File: src/rtl/crc3_pkg.sv
// Shared CRC-3 definitions used by both the generator and the checker.
package crc3_pkg;
    localparam int CRC3_W   = 3;
    localparam int MSG_W    = 5;
    localparam int CW_W     = 8;
    localparam int PAD_BITS = 3;

    typedef enum logic [1:0] {IDLE, SHIFT, DONE} state_t;

    // One serial step; the generator uses the same rule, so both ends agree bit-for-bit.
    function automatic logic [CRC3_W-1:0] crc3_step(input logic [CRC3_W-1:0] c, input logic b);
        return {b ^ c[2] ^ c[0], c[2], c[1]};
    endfunction
endpackage

File: src/rtl/crc3_lfsr.sv
// 3-bit serial CRC register with synchronous clear and step enable.
module crc3_lfsr
    import crc3_pkg::*;
(
    input  logic              clk,
    input  logic              reset,
    input  logic              clear,
    input  logic              step,
    input  logic              bit_in,
    output logic [CRC3_W-1:0] crc,
    output logic [CRC3_W-1:0] crc_next
);
    logic [CRC3_W-1:0] crc_q;
    logic [CRC3_W-1:0] crc_d;

    assign crc_next = crc3_step(crc_q, bit_in);
    assign crc      = crc_q;

    always_comb begin
        crc_d = crc_q;
        if (clear) begin
            crc_d = '0;
        end else if (step) begin
            crc_d = crc_next;
        end
    end

    always_ff @(posedge clk) begin
        if (reset) begin
            crc_q <= '0;
        end else begin
            crc_q <= crc_d;
        end
    end
endmodule

File: config.mk
export PLATFORM = sky130hd
export DESIGN_NAME = crc3_lfsr
export DESIGN_NICKNAME = d
export VERILOG_FILES = /design/src/rtl/crc3_pkg.sv /design/src/rtl/crc3_lfsr.sv
export SDC_FILE = /design/constraint.sdc
export NUM_CORES = 1
export LEC_CHECK = 0
export BUFFER_PORTS_ARGS = -buffer_cell sky130_fd_sc_hd__buf_4
export CAP_MARGIN = 0
export CORE_AREA = 3 3 40 42
export CTS_CLUSTER_DIAMETER = 200
export CTS_CLUSTER_SIZE = 8
export DETAILED_ROUTE_END_ITERATION = 8
export DIE_AREA = 0 0 43 45
export SYNTH_ARGS = -nofsm -noshare
export SYNTH_HDL_FRONTEND = slang
export SYNTH_SLANG_ARGS = --single-unit
File: constraint.sdc
create_clock -name clk -period 1.9 [get_ports clk]
set_input_delay 0.19 -clock clk [delete_from_list [all_inputs] [get_ports clk]]
set_output_delay 0.19 -clock clk [all_outputs]
set_load 0.02 [all_outputs]
==> Flow_metrics.wiki <==
{| class="wikitable"
! Metric !! Value
|-
| Routed len/inst || 8.333 um
|-
| Part of the total power dissipated in the clock network || 55.4%
|-
| Number of global-route vias before repair || 164
|-
| Total detailed-routing wirelength || 350 um
|-
| Crit path arrival time || 1.13 ns
|-
| Final Hold Viols || 0
|-
| Cell count after synthesis || 15
|-
| Internal power summed over all cells || 0.1567 mW
|-
| Share of cells above drive strength 1 || 48.15%
|-
| Final-layout fill cell count || 143
|-
| CTS Buf Count || 3
|-
| Flops & latches, synth || 3
|-
| Max cap viols || 0
|-
| Largest net degree at the start of global routing || 7
|-
| Clock net sink count || 3
|-
| Final weighted congestion in routability-driven placement || 0.5976
|-
| R2R Path End || crc[2]$_SDFFE_PP0P_
|-
| Unrepaired setup endpoints after global routing || false
|-
| Length of the first detailed-routing pass in iterations || 3
|-
| Port Buffer Count || 10
|-
| Status || complete, no violations
|-
| Critical Path Source || crc[0]$_SDFFE_PP0P_
|-
| Worst vdd rail ir drop || 0.0001349 V
|-
| Die Outline Area || 1935 um2
|-
| TritonCTS clock tree || yes
|-
| R2R cell count || 3
|-
| Sequential standard cell area || 60.06 um2
|-
| Worst Hold Slack || 0.1342 ns
|-
| Register area share after synthesis || 41.38%
|-
| CTS resizes || 0
|-
| I/O pins || 11
|-
| Worst Hold Class || in2reg
|-
| Most congested layer reported by global routing || met4
|-
| Worst Setup Start Kind || register
|-
| Multi-input gate area in the final layout || 66.31 um2
|-
| Worst-margin pin slew || 0.2550 ns
|-
| Worst R2R Start || crc[0]$_SDFFE_PP0P_
|-
| Number of nets in the layout || 33
|-
| Gr usage total || 6.078%
|-
| Crit path time final || 1.316 ns
|-
| Worst clock skew on the final layout || 0.0008344 ns
|-
| Met1 routing resource usage after global routing || 6.747%
|-
| Final number of setup-violating endpoints || 0
|-
| Row cnt || 13
|-
| WP data required || 1.71 ns
|-
| Setup TNS || 0 ns
|-
| Average footprint of a synthesized cell || 9.676 um2
|-
| Antenna viol nets, final || 0
|-
| Clock Pin Slew Worst Setup and Hold Paths || 0.04 ns
|-
| Via density per instance || 3.714
|-
| Highest net fanout along the worst path || 3
|-
| Area added between synthesis and finish || 72.41%
|-
| Max FFs per register || 3
|-
| FMAX || 0.7600 GHz
|-
| Max_slew headroom || 82.88%
|-
| Antenna violations before repair || 0
|-
| Power per standard cell area || 815.1 nW/um2
|-
| Met2 usage in global routing || 5.689%
|-
| Synth Warn # || 0
|-
| Cell chosen for the clock root || sky130_fd_sc_hd__clkbuf_4
|-
| Switching share of power || 23.19%
|-
| Commonest non-fill, non-tap cells in the layout || sky130_fd_sc_hd__buf_4, sky130_fd_sc_hd__clkbuf_4, sky130_fd_sc_hd__dfxtp_1
|-
| Starting density of the core || 11.30%
|-
| Global-route wire length before repair || 738 um
|-
| Post-Place Cell Area || 224.0 um2
|-
| Clock network latency to the later pin of the worst-skew pair || 0.23 ns
|-
| Die Width || 43 um
|-
| Cells after DPL || 38
|-
| Number of H-tree branching levels || 1
|-
| Antenna fix cells || 0
|-
| Hold-fix buffers, CTS || 0
|-
| Number of buffers between clock root and the deepest sink || 2
|-
| Chip Height || 45 um
|-
| Total setup buffers inserted after CTS || 0
|-
| Gr ovfl total || 0
|-
| Final Instance Area || 250.2 um2
|-
| Core region area || 1285 um2
|-
| Most common cell after layout, fill and taps aside || sky130_fd_sc_hd__buf_4
|-
| Period Utilization, post-route || 69.25%
|-
| Reported leakage power || 0.1137 nW
|-
| Post-Synthesis Net Count || 20
|-
| Count of vias placed by the detailed router || 156
|-
| Final count of pins violating max slew || 0
|-
| CP endpoint kind || primary output
|-
| Non-filler cells, final || 42
|-
| Drt drc || 0
|-
| Gate power share || 12.5%
|-
| Category of the critical setup timing path || reg2out
|-
| Netlist cell types || 9
|-
| Power spent charging and discharging nets || 0.04731 mW
|-
| First DRT Iteration DRCs || 1
|-
| Cell area after technology mapping || 145.1 um2
|-
| Setup slack of the most critical reg-to-reg path || 0.79 ns
|-
| Grt met3 use || 4.382%
|-
| Post-route core utilization || 19.47%
|-
| Capturing instance or port of the critical path || crc_next[2]
|-
| Part of the total power dissipated in sequential elements || 32.1%
|}
-- logic make-up after synthesis --
group | Yosys count | share of synthesized area [%]
xor gates and xnor gates | 2 | 12.07
muxes | 2 | 13.79
AOI/OAI and AO/OA | 2 | 8.619
and+or+nand+nor | 3 | 11.21
DFF | 3 | 41.38
buffers and inverters | 3 | 12.93
-- per-stage QoR --
stage,total power [mW],setup slack [ns]
global placement,0.09180,0.8058
detailed placement,0.09219,0.8003
global route,0.2250,0.4687
CTS,0.2099,0.5692
finish,0.2040,0.5842
floorplan,0.07843,0.7142
-- Yosys cell counts --
master | count | area [um2]
sky130_fd_sc_hd__inv_1 | 1 | 3.750
sky130_fd_sc_hd__dfxtp_1 | 3 | 60.06
sky130_fd_sc_hd__o21ai_0 | 1 | 5.000
sky130_fd_sc_hd__nor3_1 | 2 | 10.01
sky130_fd_sc_hd__mux2i_1 | 2 | 20.02
sky130_fd_sc_hd__a211oi_1 | 1 | 7.510
sky130_fd_sc_hd__or3_1 | 1 | 6.260
sky130_fd_sc_hd__buf_4 | 2 | 15.01
sky130_fd_sc_hd__xnor2_1 | 2 | 17.52
-- how the worst min path moves through the flow --
stage	slack (ns)	end	startpoint	depth (start not counted)
3_3_place_gp	0.37	crc[2]$_SDFFE_PP0P_	reset	2
5_1_grt	0.13	crc[2]$_SDFFE_PP0P_	reset	2
6_report	0.13	crc[2]$_SDFFE_PP0P_	reset	2
3_5_place_dp	0.38	crc[2]$_SDFFE_PP0P_	reset	2
2_1_floorplan	0.26	crc[2]$_SDFFE_PP0P_	reset	1
4_1_cts	0.13	crc[2]$_SDFFE_PP0P_	reset	2
-- layer usage --
layer / wire length [um] / vias up
met5: 0 / -
met4: 17 / 0
met2: 112 / 13
li1: - / 75
met1: 147 / 66
met3: 73 / 2
-- power by group through the flow --
stage	clock, mW	sequential, mW	combinational (mW)
global placement	0	0.0665	0.0253
detailed placement	0	0.0665	0.0257
CTS	0.119	0.0655	0.0259
global route	0.131	0.0656	0.0283
finish	0.113	0.0655	0.0255
floorplan	0	0.0675	0.0109
-- critical path: stages, from the launching register on --
cell and delay, ns:
sky130_fd_sc_hd__dfxtp_1 0.32, sky130_fd_sc_hd__xnor2_1 0.26, sky130_fd_sc_hd__xnor2_1 0.15, sky130_fd_sc_hd__buf_4 0.16
-- cell type report --
type	count	share of cell area (%)
Sequential cell	3	24.00
Multi-Input combinational cell	9	26.50
Inverter	1	1.500
Tap cell	15	7.500
Timing Repair Buffer	10	30.00
Clock buffer	4	10.50
No activity file was read; power rests on OpenSTA's default activity.
